[config.mk]
export PLATFORM = sky130hd
export DESIGN_NAME = cla_serial_sched
export DESIGN_NICKNAME = d
export VERILOG_FILES = /design/src/rtl/cla_serial_sched.sv
export SDC_FILE = /design/constraint.sdc
export NUM_CORES = 1
export LEC_CHECK = 0
export CAP_MARGIN = 10
export CORE_ASPECT_RATIO = 0.5
export CORE_MARGIN = 10
export CORE_UTILIZATION = 35
export CTS_CLUSTER_DIAMETER = 150
export DETAILED_ROUTE_END_ITERATION = 8
export REMOVE_ABC_BUFFERS = 1
export SLEW_MARGIN = 20
export SYNTH_ARGS = -nofsm -noshare
export SYNTH_HDL_FRONTEND = slang
export SYNTH_SLANG_ARGS = --single-unit
[constraint.sdc]
create_clock -name clk -period 2.15 [get_ports clk]
set_clock_uncertainty 0.15 [all_clocks]
set_input_delay 0.43 -clock clk [delete_from_list [all_inputs] [get_ports clk]]
set_output_delay 0.43 -clock clk [all_outputs]
set_load 0.05 [all_outputs]
[src/rtl/cla_serial_sched.sv]
// Nibble-serial adder shared by two requesters. One 4-bit carry-lookahead
// slice is reused over WIDTH/4 cycles; a round-robin arbiter picks the
// requester and the result is held until the consumer takes it.

module cla4 (
  input  logic [3:0] a,
  input  logic [3:0] b,
  input  logic       cin,
  output logic [3:0] sum,
  output logic       cout
);
  logic [3:0] g;
  logic [3:0] p;
  logic       c1;
  logic       c2;
  logic       c3;
  logic       c4;

  assign g  = a & b;
  assign p  = a ^ b;
  assign c1 = g[0] | (p[0] & cin);
  assign c2 = g[1] | (p[1] & g[0]) | (p[1] & p[0] & cin);
  assign c3 = g[2] | (p[2] & g[1]) | (p[2] & p[1] & g[0]) | (p[2] & p[1] & p[0] & cin);
  assign c4 = g[3] | (p[3] & g[2]) | (p[3] & p[2] & g[1]) | (p[3] & p[2] & p[1] & g[0])
            | (p[3] & p[2] & p[1] & p[0] & cin);
  assign sum  = p ^ {c3, c2, c1, cin};
  assign cout = c4;
endmodule

module cla_serial_sched #(
  parameter int WIDTH = 16
) (
  input  logic             clk,
  input  logic             rst,
  input  logic             req0_valid,
  input  logic [WIDTH-1:0] req0_a,
  input  logic [WIDTH-1:0] req0_b,
  input  logic             req0_cin,
  output logic             req0_ready,
  input  logic             req1_valid,
  input  logic [WIDTH-1:0] req1_a,
  input  logic [WIDTH-1:0] req1_b,
  input  logic             req1_cin,
  output logic             req1_ready,
  output logic             rsp_valid,
  input  logic             rsp_ready,
  output logic [WIDTH-1:0] rsp_sum,
  output logic             rsp_cout,
  output logic             rsp_id,
  output logic             busy
);
  localparam int NIB = WIDTH / 4;
  localparam int KW  = (NIB > 1) ? $clog2(NIB) : 1;
  localparam logic [KW-1:0] KLAST = KW'(NIB - 1);

  typedef enum logic [1:0] {
    IDLE = 2'd0,
    ADD  = 2'd1,
    DONE = 2'd2
  } state_t;

  state_t           state;
  logic [WIDTH-1:0] a_reg;
  logic [WIDTH-1:0] b_reg;
  logic [WIDTH-1:0] sum_reg;
  logic [KW-1:0]    k;
  logic             carry;
  logic             id_reg;
  logic             rr_ptr;
  logic             grant;
  logic             accept;
  logic [3:0]       slice_sum;
  logic             slice_cout;
  logic [WIDTH-1:0] slice_ext;

  // Pick the requester to offer ready to: a lone valid wins, a tie goes to rr_ptr.
  always_comb begin
    grant = rr_ptr;
    if (req0_valid && !req1_valid) begin
      grant = 1'b0;
    end else if (req1_valid && !req0_valid) begin
      grant = 1'b1;
    end
  end

  assign req0_ready = (state == IDLE) && !rst && (grant == 1'b0);
  assign req1_ready = (state == IDLE) && !rst && (grant == 1'b1);
  assign accept     = (req0_valid && req0_ready) || (req1_valid && req1_ready);

  // Operands shift right one nibble per ADD cycle, so the slice always sees bits [3:0].
  cla4 u_slice (
    .a    (a_reg[3:0]),
    .b    (b_reg[3:0]),
    .cin  (carry),
    .sum  (slice_sum),
    .cout (slice_cout)
  );

  assign slice_ext = WIDTH'(slice_sum);
  assign rsp_sum   = sum_reg;

  // Control FSM: capture on acceptance, one nibble per ADD cycle, hold result in DONE.
  always_ff @(posedge clk or posedge rst) begin
    if (rst) begin
      state     <= IDLE;
      a_reg     <= '0;
      b_reg     <= '0;
      sum_reg   <= '0;
      k         <= '0;
      carry     <= 1'b0;
      id_reg    <= 1'b0;
      rr_ptr    <= 1'b0;
      rsp_valid <= 1'b0;
      rsp_cout  <= 1'b0;
      rsp_id    <= 1'b0;
      busy      <= 1'b0;
    end else begin
      case (state)
        IDLE: begin
          if (accept) begin
            a_reg  <= grant ? req1_a : req0_a;
            b_reg  <= grant ? req1_b : req0_b;
            carry  <= grant ? req1_cin : req0_cin;
            id_reg <= grant;
            rr_ptr <= ~grant;
            k      <= '0;
            busy   <= 1'b1;
            state  <= ADD;
          end
        end
        ADD: begin
          sum_reg <= (sum_reg >> 4) | (slice_ext << (WIDTH - 4));
          a_reg   <= a_reg >> 4;
          b_reg   <= b_reg >> 4;
          carry   <= slice_cout;
          k       <= k + KW'(1);
          if (k == KLAST) begin
            rsp_valid <= 1'b1;
            rsp_cout  <= slice_cout;
            rsp_id    <= id_reg;
            state     <= DONE;
          end
        end
        DONE: begin
          if (rsp_ready) begin
            rsp_valid <= 1'b0;
            busy      <= 1'b0;
            state     <= IDLE;
          end
        end
        default: begin
          state <= IDLE;
        end
      endcase
    end
  end
endmodule
==> results of run 1 <==
[layer usage]
layer | track usage (%) | vias to the layer above | part of all wire [%]
met1 | 13.94 | 1114 | 42
met2 | 20.56 | 44 | 52
met5 | 0 | - | 0
met4 | 3.846 | 0 | 1.1
li1 | - | 1152 | -
met3 | 3.896 | 7 | 4.1
[power groups by stage]
| stage | sequential, W | combinational, W | clock, W |
|---|---|---|---|
| after floorplan | 0.00242 | 0.00147 | 0 |
| after global placement | 0.00194 | 0.00299 | 0 |
| after detailed placement | 0.00195 | 0.00305 | 0 |
| after CTS | 0.00195 | 0.00307 | 0.00139 |
| after global routing | 0.00202 | 0.00333 | 0.00143 |
| final | 0.00195 | 0.00303 | 0.00135 |
[repair_timing]
item / CTS / global route
setup buffers: 0 / 0
endpoints found under the hold margin: 0 / 0
hold buffers: 0 / 0
resized for setup: 0 / 2
setup endpoints to repair: 0 / 2
[metrics by stage]
| stage | cell area [um^2] | setup TNS (ps) |
|---|---|---|
| 2_1_floorplan | 2731 | -24920 |
| 3_3_place_gp | 3935 | 0 |
| 3_5_place_dp | 3935 | -1.811 |
| 4_1_cts | 4228 | 0 |
| 5_1_grt | 4233 | 0 |
| 6_report | 4233 | 0 |
[cell type report]
cell class | count | area [um^2] | area share [%]
multi-input cells | 189 | 1254 | 29.62
inverters | 5 | 18.77 | 0.4434
well taps | 112 | 140.1 | 3.311
flip-flops and latches | 59 | 1476 | 34.88
clock inverters | 1 | 5.005 | 0.1182
repair buffers | 102 | 1051 | 24.83
clock buffers | 15 | 287.8 | 6.799
[worst register-to-register path: cells and delay by family, from the launching register on]
family                   cells  cell delay (ps)
AO/OA/AOI/OAI                4              970
adder cells (fa/ha/maj)      1              290
flip-flops                   1              400
[layout by cell type, fill, tap and decap left out, types with 2 or more instances in the layout]
master                            synthesis  layout
sky130_fd_sc_hd__o21ai_0                 13      13
sky130_fd_sc_hd__a31oi_1                  2       2
sky130_fd_sc_hd__mux2i_1                 33      33
sky130_fd_sc_hd__nand3_1                  9       9
sky130_fd_sc_hd__inv_1                    5       4
sky130_fd_sc_hd__clkbuf_8                 0       4
sky130_fd_sc_hd__nor2_1                   3       3
sky130_fd_sc_hd__a22oi_1                 23      23
sky130_fd_sc_hd__clkbuf_16                0       9
sky130_fd_sc_hd__xor2_1                   2       2
sky130_fd_sc_hd__clkbuf_1                 3       2
sky130_fd_sc_hd__a21oi_1                  7       7
sky130_fd_sc_hd__buf_12                   0       6
sky130_fd_sc_hd__nand2_1                 49      49
sky130_fd_sc_hd__o21ai_1                 26      26
sky130_fd_sc_hd__dfrtp_1                 59      59
sky130_fd_sc_hd__clkdlybuf4s50_1          0      82
sky130_fd_sc_hd__ha_1                     5       5
sky130_fd_sc_hd__buf_4                    5      13
[worst max-delay path by stage]
stage / startpoint / endpoint / slack [ps]
final: rsp_sum[14] / rsp_sum[14] / 50
after global routing: rsp_sum[14] / rsp_sum[14] / 10
after CTS: req1_valid / req1_ready / 7
after detailed placement: req1_valid / a_reg[6] / -2
after global placement: req1_valid / a_reg[6] / 40
after floorplan: req1_valid / req0_ready / -770
[cell families (layout without fill, tap and decap cells)]
logic type / count (synthesis) / count (layout) / synth area share [%]
AOI/OAI and AO/OA: 78 / 78 / 17.08
and+or+nand+nor: 68 / 68 / 10.50
DFF: 59 / 59 / 51.82
muxes: 34 / 34 / 11.99
buffers and inverters: 23 / 123 / 4.787
adders and majority gates: 6 / 6 / 2.899
xor gates and xnor gates: 3 / 3 / 0.9224
==> impl_metrics.toml, run 1 <==
[outcome]
run_status = "finished clean"

[place]
port-buffer-count = 92
finalWeightedCongestion = 0.7450
preCtsSetupSlack_ps = -1.811
dp.cells = 467
detailed_place_hpwl_um = 5476

[power_and_ir_drop]
worst_voltage_drop_across_the_vdd_grid_mv = 0.7034
combPwrFrac_pct = 47.8
power_frac_clock_pct = 21.4
p_sw_share_pct = 40.96
power.leakage_nw = 1.943
p_seq_share_pct = 30.8
design_power_total_w = 0.006328
p_int_w = 0.003736
pwr_density_cell_nw_per_um2 = 1495
net-switching-power_w = 0.002592

[setup_path]
crit_family = "buffers and inverters"
timing.critical_path.to_type = "primary output"
count_of_cell_instances_traversed_by_the_critical_path = 1
timing.rr.end = "carry"
critPathMaxFanout = 3
cp_cell_sequence = "clkdlybuf4s50_1"
worstPathRequired_ps = 1570
crit_buf_inv = 1
worstReg2RegStart = "a_reg[0]"
worst_ep_arrival_time_ps = 1520
rrSetupSlack_ps = 200
cp-start-kind = "flip-flop"
master_of_the_slowest_instance_on_the_critical_path = "sky130_fd_sc_hd__clkdlybuf4s50_1"
criticalPathCategory = "reg -> out"
worst_r2r_path_depth = 5
critical_path.max_stage_delay_ps = 820

[die]
floorplan.rows = 23
core_area_um2 = 7971
die_area_um2 = 12370
die_width_um = 147.6
number_of_i_o_pins = 93
initial_utilization_pct = 35.74
die-height_um = 83.80

[logic_synthesis]
synth_async_sr_flop_share_pct = 100.0
synth_enable_flop_cells = 0
proportion_of_synthesized_chip_area_in_sequential_cells_pct = 51.82
yosys_register_bits = 59
synth.most_common_cell = "sky130_fd_sc_hd__dfrtp_1"
synth.cell_area_um2 = 2849
mean_instance_size_in_the_synthesized_netlist_um2 = 10.51
count_of_unique_library_cells_instantiated_by_yosys = 33
yosysTopAreaCell = "sky130_fd_sc_hd__dfrtp_1"
yosys-top-cells-area = "sky130_fd_sc_hd__dfrtp_1 52%, sky130_fd_sc_hd__mux2i_1 12%, sky130_fd_sc_hd__nand2_1 6.5%, sky130_fd_sc_hd__a22oi_1 6.1%, sky130_fd_sc_hd__o21ai_1 4.6%"
synth_top_area_share_pct = 51.82
yosys_warnings = 0
netlist_top_cells_count = "59 x sky130_fd_sc_hd__dfrtp_1, 49 x sky130_fd_sc_hd__nand2_1, 33 x sky130_fd_sc_hd__mux2i_1"
synth_cells = 271
synth_ff_type = "sky130_fd_sc_hd__dfrtp_1"

[min_path]
hold-path-cell-count = 2
timing.hold.worst.class = "in -> reg"
hold_path.startpoint = "req1_valid"
timing.hold.worst_endpoint = "rr_ptr"

[routing]
drt-pass1-iter-count = 4
wirelength_um = 7308
detail-route-antenna-nets = 0
post_drt_wl_per_cell_um = 15.13
drt_first_iter_violations = 90
via_per_inst = 4.797
remaining_drc_errors = 0
routed-via-count = 2317

[clock_tree]
clock_tree.root_cell = "sky130_fd_sc_hd__clkbuf_16"
clock-sinks = 59
clkSlewWorstSetupHoldPaths_ps = 50
insertion_delay_ps = 320
tritoncts = "done"
clockBufferDepth = 2
cts-htree-levels = 3
numCtsBuffers = 9

[grt]
antenna_found_initial = 0
pin_count_of_the_biggest_net_entering_global_routing = 53
grt_overflow_total = 0
grt_pass1_vias = 2446
globalRouteTotalUtil_pct = 12.01
wire_length_of_the_first_global_routing_pass_um = 12180

[timing]
postLayoutSetupSlackWorst_ps = 50.25
share_of_the_cycle_needed_by_the_critical_path_after_routing_pct = 97.66
max-slew-margin-rel_pct = 66.40
achievable-frequency_ghz = 0.4762
hold-worst-slack_ps = 262.8
tightestPinTransition_ps = 502.4
slew_violations = 0
unrepaired_setup_endpoints_after_global_routing = "no"
finalWorstPathRequiredPeriod_ps = 2100
finalSetupViolations = 0
hold_viol = 0

[finish]
final_cell_count_no_fill = 483
drive_gt1_share_pct = 11.32
filler_cell_count = 693
nets = 443
area_added_between_synthesis_and_finish_pct = 48.57
post-route-util_pct = 53.10
diodes = 0

[job]
cap_viol_max_count = 0
No activity file was read; power rests on OpenSTA's default activity.
==> inputs of run 2 (changes only) <==
- ABC_AREA: default -> 1
- GPL_TIMING_DRIVEN: default -> 1
==> run 2 against run 1 <==
  * Non-clock buffer count increased by 3
  * Sequential power about the same
  * Critical path depth unchanged
  * Global-route usage increased by 0.62 points
  * Synthesized cell count increased by 53%
  * Clock-buffer cell count unchanged
  * Largest power group unchanged
  * Worst hold slack improved by 59 ps
  * Critical path type unchanged
==> impl_metrics.toml, run 2 <==
[job]
cap_viol_max_count = 0

[clock_tree]
cts_setup_buffers = 0
clockBufferDepth = 2
clkSlewWorstSetupHoldPaths_ps = 50
cts-htree-levels = 3
tritoncts = "done"
hold_buffer_count_at_cts = 0
clock-sinks = 59
insertion_delay_ps = 320
numCtsBuffers = 9
clock_tree.root_cell = "sky130_fd_sc_hd__clkbuf_16"

[logic_synthesis]
proportion_of_synthesized_chip_area_in_sequential_cells_pct = 44.31
synth_async_sr_flop_share_pct = 100.0
yosysTopAreaCell = "sky130_fd_sc_hd__dfrtp_1"
mean_instance_size_in_the_synthesized_netlist_um2 = 8.048
synth_enable_flop_cells = 0
yosys_warnings = 0
synth.cell_area_um2 = 3332
synth_ff_type = "sky130_fd_sc_hd__dfrtp_1"
count_of_unique_library_cells_instantiated_by_yosys = 27
yosys-top-cells-area = "sky130_fd_sc_hd__dfrtp_1 44%, sky130_fd_sc_hd__nand2_1 13%, sky130_fd_sc_hd__nand3_1 10%, sky130_fd_sc_hd__nand3_2 6.0%, sky130_fd_sc_hd__nand3b_1 5.9%"
synth_top_area_share_pct = 44.31
synth_cells = 414
netlist_top_cells_count = "111 x sky130_fd_sc_hd__nand2_1, 68 x sky130_fd_sc_hd__nand3_1, 59 x sky130_fd_sc_hd__dfrtp_1"
synth.most_common_cell = "sky130_fd_sc_hd__nand2_1"
yosys_register_bits = 59

[die]
die-height_um = 88.99
die_area_um2 = 14060
die_width_um = 158.0
core_area_um2 = 9353
number_of_i_o_pins = 93
initial_utilization_pct = 35.63
floorplan.rows = 25

[finish]
final_cell_mix = "110 x sky130_fd_sc_hd__nand2_1, 86 x sky130_fd_sc_hd__clkdlybuf4s50_1, 68 x sky130_fd_sc_hd__nand3_1"
area_added_between_synthesis_and_finish_pct = 40.74
filler_cell_count = 899
nets = 582
drive_gt1_share_pct = 13.73
post-route-cell-area_um2 = 4690
final_cell_count_no_fill = 631
layout_commonest_cell = "sky130_fd_sc_hd__nand2_1"
diodes = 0

[setup_path]
cp_cell_sequence = "clkdlybuf4s50_1"
worstPathRequired_ps = 1570
crit_buf_inv = 1
critical_path.max_stage_delay_ps = 820
critPathMaxFanout = 3
worstReg2RegStart = "rr_ptr"
crit_family = "buffers and inverters"
worst_ep_arrival_time_ps = 1520
cp_launch_point = "rsp_sum[14]"
master_of_the_slowest_instance_on_the_critical_path = "sky130_fd_sc_hd__clkdlybuf4s50_1"
criticalPathCategory = "reg -> out"
cp-start-kind = "flip-flop"
timing.critical_path.to_type = "primary output"

[grt]
grt_pass1_vias = 2903
antenna_found_initial = 0
grt_overflow_total = 0
wire_length_of_the_first_global_routing_pass_um = 14400
pin_count_of_the_biggest_net_entering_global_routing = 60
globalRouteTotalUtil_pct = 12.63

[routing]
drt-pass1-iter-count = 6
met1Wirelength_um = 4036
routed-via-count = 2975
routed.top_layer = "met4"
met2WireLength_um = 4040
drt_first_iter_violations = 147
post_drt_wl_per_cell_um = 13.59
via_per_inst = 4.715
remaining_drc_errors = 0
routed-wl-met3_um = 382
detail-route-antenna-nets = 0
wirelength_um = 8573

[timing]
finalWorstPathRequiredPeriod_ps = 2103
slew_violations = 0
postLayoutSetupSlackWorst_ps = 47.21
finalSetupViolations = 0
hold_viol = 0
hold-worst-slack_ps = 321.3
tightestPinTransition_ps = 754.2
share_of_the_cycle_needed_by_the_critical_path_after_routing_pct = 97.80
achievable-frequency_ghz = 0.4756
unrepaired_setup_endpoints_after_global_routing = "no"
max-slew-margin-rel_pct = 49.72

[outcome]
run_status = "finished clean"

[place]
placement_stage_cell_area_um2 = 4394
detailed_place_hpwl_um = 5934
preCtsSetupSlack_ps = -39.41
finalWeightedCongestion = 0.7605
dp.cells = 615
port-buffer-count = 92

[power_and_ir_drop]
pwr_density_cell_nw_per_um2 = 1415
power.leakage_nw = 2.251
worst_voltage_drop_across_the_vdd_grid_mv = 0.7655

[min_path]
hold_path.startpoint = "rsp_sum[1]"
timing.hold.worst.class = "reg -> reg"
-- run 2: cell types whose count changed after synthesis, sizes merged, moves of 10 or more --
| cell | previous run | this run |
|---|---|---|
| inv | 5 | 44 |
| o21ai | 40 | 18 |
| nor2 | 3 | 13 |
| a22oi | 24 | 0 |
| nand3 | 9 | 88 |
| mux2i | 33 | 0 |
| nand2 | 50 | 123 |
| nand3b | 0 | 26 |
-- run 2: metal layers --
| layer | vias up | global-route usage [%] |
|---|---|---|
| met4 | 0 | 4.261 |
| met3 | 10 | 3.650 |
| li1 | 1521 | - |
| met5 | - | 0 |
| met1 | 1401 | 15.86 |
| met2 | 43 | 20.58 |
-- run 2: layout make-up --
cell class	instances	area (um^2)	share of cell area [%]
Multi-Input combinational cell	286	1545	32.95
Clock inverter	1	5.005	0.1067
Clock buffer	15	287.8	6.137
Timing Repair Buffer	105	1059	22.57
Tap cell	121	151.4	3.228
Inverter	44	165.2	3.522
Sequential cell	59	1476	31.48
-- run 2: timing repair --
item / 4_1_cts / 5_1_grt
gates resized for setup: 2 / 0
hold endpoints to repair: 0 / 0
endpoints found under the setup margin: 2 / 0
-- run 2: final timing paths --
check / cells after the start / endpoint / slack, ps
worst max-delay path: 1 / rsp_sum[14] / 50
worst min-delay path: 2 / rsp_sum[1] / 320
worst max register to register: 5 / a_reg[15] / 470
worst min register to register: 2 / rsp_sum[1] / 320
max in group asynchronous: 3 / b_reg[9] / 840
min in group asynchronous: 3 / rsp_valid / 520
-- run 2: kinds of logic after synthesis --
group | count (synthesis) | synth area share [%]
and+or+nand+nor | 254 | 39.43
DFF | 59 | 44.31
adders and majority gates | 6 | 2.478
buffers and inverters | 69 | 9.388
xor gates and xnor gates | 1 | 0.2629
AOI/OAI and AO/OA | 25 | 4.131
-- run 2: metrics by stage --
step / util (%) / TNS [ps] / total power [W]
6_report: 50.14 / 0 / 0.006634
5_1_grt: 50.14 / 0 / 0.007191
4_1_cts: 50.14 / 0 / 0.006720
3_5_place_dp: 46.98 / -411.8 / 0.005316
3_3_place_gp: 46.98 / -5.189 / 0.005273
2_1_floorplan: - / -57840 / 0.004138
-- run 2: report_power, final --
| group | internal [W] | switching (W) | leakage (nW) |
|---|---|---|---|
| Sequential | 0.00163 | 0.000299 | 0.740 |
| Combinational | 0.00125 | 0.00209 | 1.36 |
| Clock | 0.000903 | 0.000465 | 0.146 |
| Total | 0.00378 | 0.00286 | 2.25 |
==> inputs of run 3 (changes only) <==
- clock period: 2.15 -> 2.6 ns (I/O delays scaled with it)
==> run 3 against run 2 <==
  * Combinational power shrank 19%
  * Routed wire length fell by 2.8%
  * Non-clock buffer count fell by 2
  * Final area down 1.8%
  * Worst hold slack better by 6.6 ps
  * Clock power down 28%
  * Critical path depth increased by 5
  * Critical path type is now in -> out
  * Critical endpoint is now req0_ready
==> impl_metrics.toml, run 3 (same netlist as run 2, synthesis figures left out) <==
[timing]
unrepaired_setup_endpoints_after_global_routing = "no"
hold_viol = 0
achievable-frequency_ghz = 0.4166
max-slew-margin-rel_pct = 49.57
tightestPinTransition_ps = 756.4
postLayoutSetupSlackWorst_ps = 199.3
finalWorstPathRequiredPeriod_ps = 2401
share_of_the_cycle_needed_by_the_critical_path_after_routing_pct = 92.33
hold-worst-slack_ps = 327.9
finalSetupViolations = 0
setup_tns_ps = 0
slew_violations = 0

[clock_tree]
hold_buffer_count_at_cts = 0
cts_setup_buffers = 0
tritoncts = "done"
clock_tree.root_cell = "sky130_fd_sc_hd__clkbuf_16"
cts-htree-levels = 3
postCtsResizedCells = 0
numCtsBuffers = 9
clkSlewWorstSetupHoldPaths_ps = 40
clockBufferDepth = 2
clock-sinks = 59
insertion_delay_ps = 320

[place]
port-buffer-count = 92
detailed_place_hpwl_um = 6130
preCtsSetupSlack_ps = 184.3
finalWeightedCongestion = 0.7592
placement_stage_cell_area_um2 = 4362

[routing]
drt_first_iter_violations = 154
post_drt_wl_per_cell_um = 13.30
via_per_inst = 4.649
detail-route-antenna-nets = 0
wirelength_um = 8337
drt-pass1-iter-count = 4
remaining_drc_errors = 0
routed-via-count = 2915

[job]
cap_viol_max_count = 0

[setup_path]
worst_ep_arrival_time_ps = 1730
crit_buf_inv = 3
timing.critical_path.to_type = "primary output"
criticalPathCategory = "in -> out"
critical_path.max_stage_delay_ps = 450
master_of_the_slowest_instance_on_the_critical_path = "sky130_fd_sc_hd__clkdlybuf4s50_1"
worstPathRequired_ps = 1930
cp_cell_sequence = "clkdlybuf4s50_1 -> or2_1 -> nand2_4 -> inv_1 -> nor2_1 -> buf_4"
critPathMaxFanout = 5
crit_family = "buffers and inverters"
cp-start-kind = "input pin"

[finish]
diodes = 0
filler_cell_count = 952
drive_gt1_share_pct = 11.86
area_added_between_synthesis_and_finish_pct = 38.23
post-route-util_pct = 49.24
nets = 580
post-route-cell-area_um2 = 4606
final_cell_mix = "110 x sky130_fd_sc_hd__nand2_1, 90 x sky130_fd_sc_hd__clkdlybuf4s50_1, 68 x sky130_fd_sc_hd__nand3_1"
layout_commonest_cell = "sky130_fd_sc_hd__nand2_1"

[grt]
antenna_found_initial = 0
grt_pass1_vias = 2924
grt_overflow_total = 0
globalRouteTotalUtil_pct = 12.24
pin_count_of_the_biggest_net_entering_global_routing = 60
wire_length_of_the_first_global_routing_pass_um = 13960

[power_and_ir_drop]
pwr_density_cell_nw_per_um2 = 1147
power.leakage_nw = 2.198
worst_voltage_drop_across_the_vdd_grid_mv = 0.3952

[die]
die_area_um2 = 14060
core_area_um2 = 9353
floorplan.rows = 25
initial_utilization_pct = 35.63
number_of_i_o_pins = 93
die_width_um = 158.0
die-height_um = 88.99

[outcome]
run_status = "finished clean"

[min_path]
timing.hold.worst.class = "reg -> reg"
-- run 3: power breakdown --
group / leakage [nW] / total [W] / switching, W / internal, W
clock network: 0.117 / 0.000990 / 0.000358 / 0.000632
registers: 0.740 / 0.00159 / 0.000244 / 0.00135
logic: 1.34 / 0.00270 / 0.00171 / 0.000993
-- run 3: worst register-to-register path, delay by kind of cell (launching register included) --
| kind | cells | cell delay, ps |
|---|---|---|
| and+or+nand+nor | 3 | 460 |
| DFF | 1 | 390 |
| AOI/OAI and AO/OA | 2 | 310 |
| buffers and inverters | 1 | 290 |
-- run 3: metrics by stage --
step                      power, W  std cells
after floorplan           0.003422        389
final                     0.005285        627
after CTS                 0.005375        627
after global placement    0.004314        613
after global routing      0.005742        627
after detailed placement  0.004355        613
-- run 3: worst paths after layout --
kind / from / slack (ps) / cells after the start / end
min reg2reg: rsp_sum[2] / 330 / 2 / rsp_sum[2]
min: rsp_sum[2] / 330 / 2 / rsp_sum[2]
max: req1_valid / 200 / 6 / req0_ready
max in group asynchronous: rst / 1200 / 3 / a_reg[14]
max reg2reg: state[0] / 920 / 6 / b_reg[15]
min in group asynchronous: rst / 590 / 3 / state[1]
-- run 3: cell type report --
type                    instances  area, um^2  share of cell area (%)
inverters                      44       165.2                   3.586
multi-input cells             286        1545                   33.55
clock buffers                  14       244.0                   5.297
well taps                     121       151.4                   3.287
flip-flops and latches         59        1476                   32.06
repair buffers                103        1023                   22.22
-- run 3: per-layer routing --
layer / GRT usage [%] / vias up / share of wire (%)
met1: 15.17 / 1344 / 46
met5: 0 / - / 0
li1: - / 1513 / -
met3: 3.458 / 9 / 4.2
met4: 3.759 / 0 / 0.89
met2: 20.46 / 49 / 48
